===== src/rtl/serial_adder_param.sv =====
// ============================================================================
//  Module   : serial_adder_param
//  Purpose  : Multi-cycle add/subtract, BITS_PER_CYCLE bits per clock, LSB first
//  Revision : 1.0  initial release
// ============================================================================
`default_nettype none

module serial_adder_param_fa (
  input  logic x,
  input  logic y,
  input  logic ci,
  output logic s,
  output logic co
);
  assign s  = x ^ y ^ ci;
  assign co = (x & y) | (ci & (x ^ y));
endmodule

module serial_adder_param #(
  parameter int WIDTH          = 8,
  parameter int BITS_PER_CYCLE = 1
) (
  input  logic             clk,
  input  logic             rst,
  input  logic             start,
  input  logic             sub,
  input  logic [WIDTH-1:0] a,
  input  logic [WIDTH-1:0] b,
  input  logic             cin,
  output logic             busy,
  output logic             done,
  output logic [WIDTH-1:0] sum,
  output logic             cout
);

  localparam int c_slices = WIDTH / BITS_PER_CYCLE;
  localparam int c_cnt_w  = (c_slices > 1) ? $clog2(c_slices) : 1;
  localparam logic [c_cnt_w-1:0] c_last = c_cnt_w'(c_slices - 1);

  typedef enum logic [1:0] {
    ST_IDLE = 2'd0,
    ST_RUN  = 2'd1,
    ST_DONE = 2'd2
  } state_t;

  state_t r_state;
  state_t w_state_nxt;
  logic   w_load;
  logic   w_step;
  logic   w_finish;
  logic   w_last;

  logic [WIDTH-1:0]          r_a;
  logic [WIDTH-1:0]          r_b;
  logic [WIDTH-1:0]          r_acc;
  logic                      r_carry;
  logic [c_cnt_w-1:0]        r_cnt;
  logic [BITS_PER_CYCLE-1:0] w_slice;
  logic [BITS_PER_CYCLE:0]   w_c;
  logic [WIDTH-1:0]          w_acc_nxt;

  assign w_last = (r_cnt == c_last);
  assign busy   = (r_state == ST_RUN);
  assign done   = (r_state == ST_DONE);

  always_ff @(posedge clk or posedge rst) begin
    if (rst) begin
      r_state <= ST_IDLE;
    end else begin
      r_state <= w_state_nxt;
    end
  end

  // start is only honoured outside RUN, so operands stay frozen mid-operation
  always_comb begin
    w_state_nxt = r_state;
    w_load      = 1'b0;
    w_step      = 1'b0;
    w_finish    = 1'b0;
    case (r_state)
      ST_IDLE, ST_DONE: begin
        if (start) begin
          w_load      = 1'b1;
          w_state_nxt = ST_RUN;
        end else begin
          w_state_nxt = ST_IDLE;
        end
      end
      ST_RUN: begin
        w_step = 1'b1;
        if (w_last) begin
          w_finish    = 1'b1;
          w_state_nxt = ST_DONE;
        end
      end
      default: w_state_nxt = ST_IDLE;
    endcase
  end

  assign w_c[0] = r_carry;

  generate
    for (genvar j = 0; j < BITS_PER_CYCLE; j++) begin : g_cell
      serial_adder_param_fa u_fa (
        .x  (r_a[j]),
        .y  (r_b[j]),
        .ci (w_c[j]),
        .s  (w_slice[j]),
        .co (w_c[j+1])
      );
    end
  endgenerate

  // each new slice enters at the top; after N slices the LSB slice sits at bit 0
  generate
    if (BITS_PER_CYCLE == WIDTH) begin : g_single
      assign w_acc_nxt = w_slice;
    end else begin : g_multi
      assign w_acc_nxt = {w_slice, r_acc[WIDTH-1:BITS_PER_CYCLE]};
    end
  endgenerate

  always_ff @(posedge clk or posedge rst) begin
    if (rst) begin
      r_a     <= '0;
      r_b     <= '0;
      r_acc   <= '0;
      r_carry <= 1'b0;
      r_cnt   <= '0;
      sum     <= '0;
      cout    <= 1'b0;
    end else if (w_load) begin
      r_a     <= a;
      r_b     <= sub ? ~b : b;
      r_carry <= sub ? ~cin : cin;
      r_cnt   <= '0;
    end else if (w_step) begin
      r_a     <= r_a >> BITS_PER_CYCLE;
      r_b     <= r_b >> BITS_PER_CYCLE;
      r_acc   <= w_acc_nxt;
      r_carry <= w_c[BITS_PER_CYCLE];
      r_cnt   <= r_cnt + c_cnt_w'(1);
      if (w_finish) begin
        sum  <= w_acc_nxt;
        cout <= w_c[BITS_PER_CYCLE];
      end
    end
  end

endmodule

`default_nettype wire


===== config.mk =====
export PLATFORM = sky130hd
export DESIGN_NAME = serial_adder_param
export DESIGN_NICKNAME = d
export VERILOG_FILES = /design/src/rtl/serial_adder_param.sv
export SDC_FILE = /design/constraint.sdc
export NUM_CORES = 1
export LEC_CHECK = 0
export CAP_MARGIN = 20
export CORE_MARGIN = 2
export CORE_UTILIZATION = 55
export CTS_BUF_LIST = sky130_fd_sc_hd__clkbuf_4 sky130_fd_sc_hd__clkbuf_8 sky130_fd_sc_hd__clkbuf_16
export DETAILED_ROUTE_END_ITERATION = 8
export GPL_TIMING_DRIVEN = 0
export PLACE_DENSITY = 0.84
export SLEW_MARGIN = 0
export SYNTH_ARGS = -nofsm -noshare
export SYNTH_HDL_FRONTEND = slang
export SYNTH_SLANG_ARGS = --single-unit
export TNS_END_PERCENT = 50

===== constraint.sdc =====
create_clock -name clk -period 4.3 [get_ports clk]
set_input_delay 1.29 -clock clk [delete_from_list [all_inputs] [get_ports clk]]
set_output_delay 1.29 -clock clk [all_outputs]
set_load 0.01 [all_outputs]

After elaboration in Yosys (flattened, before gate mapping)
Index checks and enable logic that the tools add are counted.

Bitwise logic cells: 8. Reduce and logical (&&, ||, !) cells: 5. Multiplexer cells: 18. Equal/unequal tests: 4. Add/subtract/negate cells: 1.

Operator list (count): $mux 8 (5); $mux 1 (9); $not 8->8 (1); $mux 3 (2); $pmux 2 s2 (1); $add 3x1->3 const B (1); $eq 3x3->1 const B (1); $reduce_and 3->1 (1); $and 1x1->1 (2); $eq 2x1->1 const B (1); $eq 2x2->1 const B (1); $logic_not 2->1 (1); $mux 2 (1); $ne 2x1->1 const B (1); $not 1->1 (2); $reduce_and 2->1 (1); $reduce_bool 2->1 (1); $reduce_or 2->1 (1); $xor 1x1->1 (2); $or 1x1->1 (1).

Register bits: 39.

Depth between registers and ports, before layout
Depth after elaboration: 5. Depth in mapped cells: 5. Gate-level depth less buffers: 4.

Hierarchy
From an unflattened synthesis, not the netlist that was laid out.

Cell total of the unflattened synthesis: 127. Area total of the unflattened synthesis: 1776.7 um2.

Modules (own cells, without submodules): serial_adder_param (instances 1, cells each 126, area each 1756.7 um2); serial_adder_param_fa (instances 1, cells each 1, area each 20.0 um2).

Worst setup path before layout
Ideal clock, no wire load.

Path type: reg2out. Start point: register r_state[1]. End point: output busy. Data arrival time: 0.805 ns. Path slack: 2.205 ns. Path buffers: 2. Cell stages (with the launch flop): 4. Data required time: 3.010 ns. Cells stage by stage: dfrtp_1 -> nor2b_4 -> buf_6 -> buf_8.

Word-level cells in the longest chain between the ends: 1.

Ends and longest elaborated chain: from (decl) (line 46) `state_t r_state;`; from (signal assigned) (line 70) `r_state <= w_state_nxt;`; $eq 2x1->1 (line 63) `assign busy = (r_state == ST_RUN);`; to (decl) (line 30) `output logic busy,`.

Every way passes these cells.

Worst setup path in the final report
Start point: register r_state[0]. End point: output busy.

The elaborated chain is that of the path after synthesis.

==> out/qor.csv <==
metric;value;unit
minimum clock period;3.09;ns
CTS buffer count;5;
Rel. slew slack;52.4;%
Worst Max-Slew Pin Slew;0.713;ns
unique cell type count in the Yosys netlist;24;
unrepaired setup endpoints after global routing;no;
Crit Path Class;reg -> out;
Leak Pwr;1.03;nW
drt drc;0;
pwr dens;688;nW/um^2
share of layout cells above drive strength 1;21.1;%
Fmax;324;MHz
Placer Congestion;0.730;
Ys Warns;0;
post-synthesis cell area;1690;um^2
sinks on the clock net;38;
reg-to-reg setup timing slack;2.79;ns
area delta synth->final;25.6;%
postcts setup bufs;0;
Final HPWL DP;2.21;mm
hold depth;1;
die height;59.5;um
max cap viols;0;
Post-layout nets;189;
FF-to-FF Start;r_cnt[0];
Total Routing Usage GR;20.0;%
status;finished, final reports clean;
TritonCTS clock tree;built;
first drt pass iteration count;3;
die area;3540;um^2
Data required, critical path;3.01;ns
#FFs+latches synth;38;
Critical Path Fanout Max;10;
Hold Crit Class;reg -> reg;
final hold viol count;0;
register area share after synthesis;56.2;%
antenna viol nets, final;0;
Antenna Cells;0;
vias;1080;
syn_nets;151;
first-pass GRT wire length;5.05;mm
drt wl/cell;14.8;um
CTS H-Tree Depth;2;
Via density;5.43;
Worst VDD drop;267;uV
post-CTS sizing;0;
period utilization;71.8;%
placement-stage cell area;2060;um^2
Hold Path End;r_a[5];
Skew-Pair Late Insertion Delay;0.35;ns
detailed router's first-iteration violation count;30;
Initial Utilization;56.8;%
wirelength, routed;2.94;mm
CP Launch Type;register;
Finished Cell Area;2120;um^2
core area;2980;um^2
Root Buffer Master;clkbuf_4;
initial antenna violation count;0;
CP Data Arrival Time;1.80;ns
hold_buf cts;0;
Buffers on Ports;30;
RR Endpoint;sum[3];
clock transition at the registers of the reported paths;0.11;ns
Row Count;20;
crit end category;primary output;
Pwr Total;1.46;mW
Final setup viols;0;
DP Cell Count;191;
maximum buffer depth of the clock tree;2;
grt total ovfl;0;
setup TNS;0;ns
Syn Area/Cell;13.3;um^2
Top-Level Pins;32;
Hold Slack;0.489;ns
worst min-delay path startpoint;r_a[5];
Finished Layout Cells;199;
final slew viol count;0;
clk_skew;0.00899;ns
number of global-route vias before repair;1110;
Worst Reg-to-Reg Cells;4;
Post-Syn Instances;127;
largest net degree at the start of global routing;23;
Die W;59.5;um
[power breakdown]
| group | internal [mW] | switching [mW] |
|---|---|---|
| Clock | 0.0855 | 0.114 |
| Sequential | 0.523 | 0.0950 |
| Combinational | 0.376 | 0.267 |
[how the worst max path moves through the flow]
stage | startpoint | endpoint | slack, ns | cells past startpoint
5_1_grt | r_state[0] | busy | 1.13 | 4
4_1_cts | r_state[0] | busy | 1.19 | 4
3_5_place_dp | start | r_carry | 1.50 | 6
6_report | r_state[0] | busy | 1.21 | 4
2_1_floorplan | rst | cout | 2.15 | 1
3_3_place_gp | rst | r_a[3] | 1.44 | 2
[layout by cell type (no fill, tap or decap), drive strengths merged, types with 2 or more instances in the layout]
cell type and instances:
dfrtp 38, clkdlybuf4s50 30, mux2 17, mux2i 10
nand2 10, xor2 9, a22o 9, clkbuf 9
o21ai 9, a21o 7, buf 6, inv 3
ha 2, nor2b 2, nor2 2
[sequential cells by signal, indices dropped and copies added (netlist names)]
| name | count |
|---|---|
| cout | 1 |
| r_acc | 7 |
| r_carry | 1 |
| r_cnt | 3 |
| r_state | 2 |
| r_b | 8 |
| sum | 8 |
| r_a | 8 |
[worst max-delay path: stages (launching register included)]
cell and delay [ns]:
dfrtp_1 0.39, nor2b_4 0.20, buf_6 0.17, buf_8 0.15
clkdlybuf4s50_1 0.54
[Yosys cell counts]
| master | instances | area, um^2 |
|---|---|---|
| a21o_1 | 7 | 52.6 |
| a22o_1 | 9 | 78.8 |
| and2b_1 | 1 | 7.51 |
| buf_2 | 1 | 5.00 |
| buf_4 | 2 | 15.0 |
| buf_6 | 1 | 11.3 |
| buf_8 | 1 | 15.0 |
| clkbuf_1 | 1 | 3.75 |
| clkbuf_2 | 1 | 5.00 |
| dfrtp_1 | 38 | 951 |
| fa_1 | 1 | 20.0 |
| ha_1 | 2 | 25.0 |
| inv_1 | 3 | 11.3 |
| mux2_2 | 17 | 191 |
| mux2i_1 | 10 | 100 |
| nand2_1 | 9 | 33.8 |
| nand2_2 | 1 | 6.26 |
| nor2_1 | 1 | 3.75 |
| nor2_4 | 1 | 11.3 |
| nor2b_1 | 1 | 6.26 |
| nor2b_4 | 1 | 13.8 |
| o21ai_0 | 5 | 25.0 |
| o21ai_1 | 4 | 20.0 |
| xor2_1 | 9 | 78.8 |
[cell families (layout without fill, tap and decap cells)]
group | Yosys count | count (layout) | share of synthesized area (%)
XOR/XNOR | 9 | 9 | 4.66
adder cells (fa/ha/maj) | 3 | 3 | 2.66
buffers and inverters | 10 | 49 | 3.92
AO/OA/AOI/OAI | 25 | 25 | 10.4
multiplexers | 27 | 27 | 17.2
AND/OR/NAND/NOR | 15 | 15 | 4.88
flip-flops | 38 | 38 | 56.2
[through the flow]
step / utilization (%) / worst slack, ns
after global routing: 71.3 / 1.13
after CTS: 71.3 / 1.19
after floorplan: - / 2.15
final: 71.3 / 1.21
after detailed placement: 69.2 / 1.50
after global placement: 68.3 / 1.44
[metal layers]
metal  vias up  wire (um)  global-route usage (%)  share of wire [%]
met5         -          0                       0                  0
met4         0         78                    12.0                2.7
met3         9        127                    4.59                4.3
met2        22       1480                    32.3                 50
met1       532       1250                    24.3                 43
li1        517          -                       -                  -
[final cells by class]
cell class                 count  area, um^2
sequential                    38         951
clock inverter                 1        5.00
buffer                         7        55.1
inverter                       3        11.3
fill                         207         853
timing repair buffer          31         328
multi-input combinational     79         674
tap                           33        41.3
clock buffer                   7        58.8
Power figures use the tool's default switching activity.
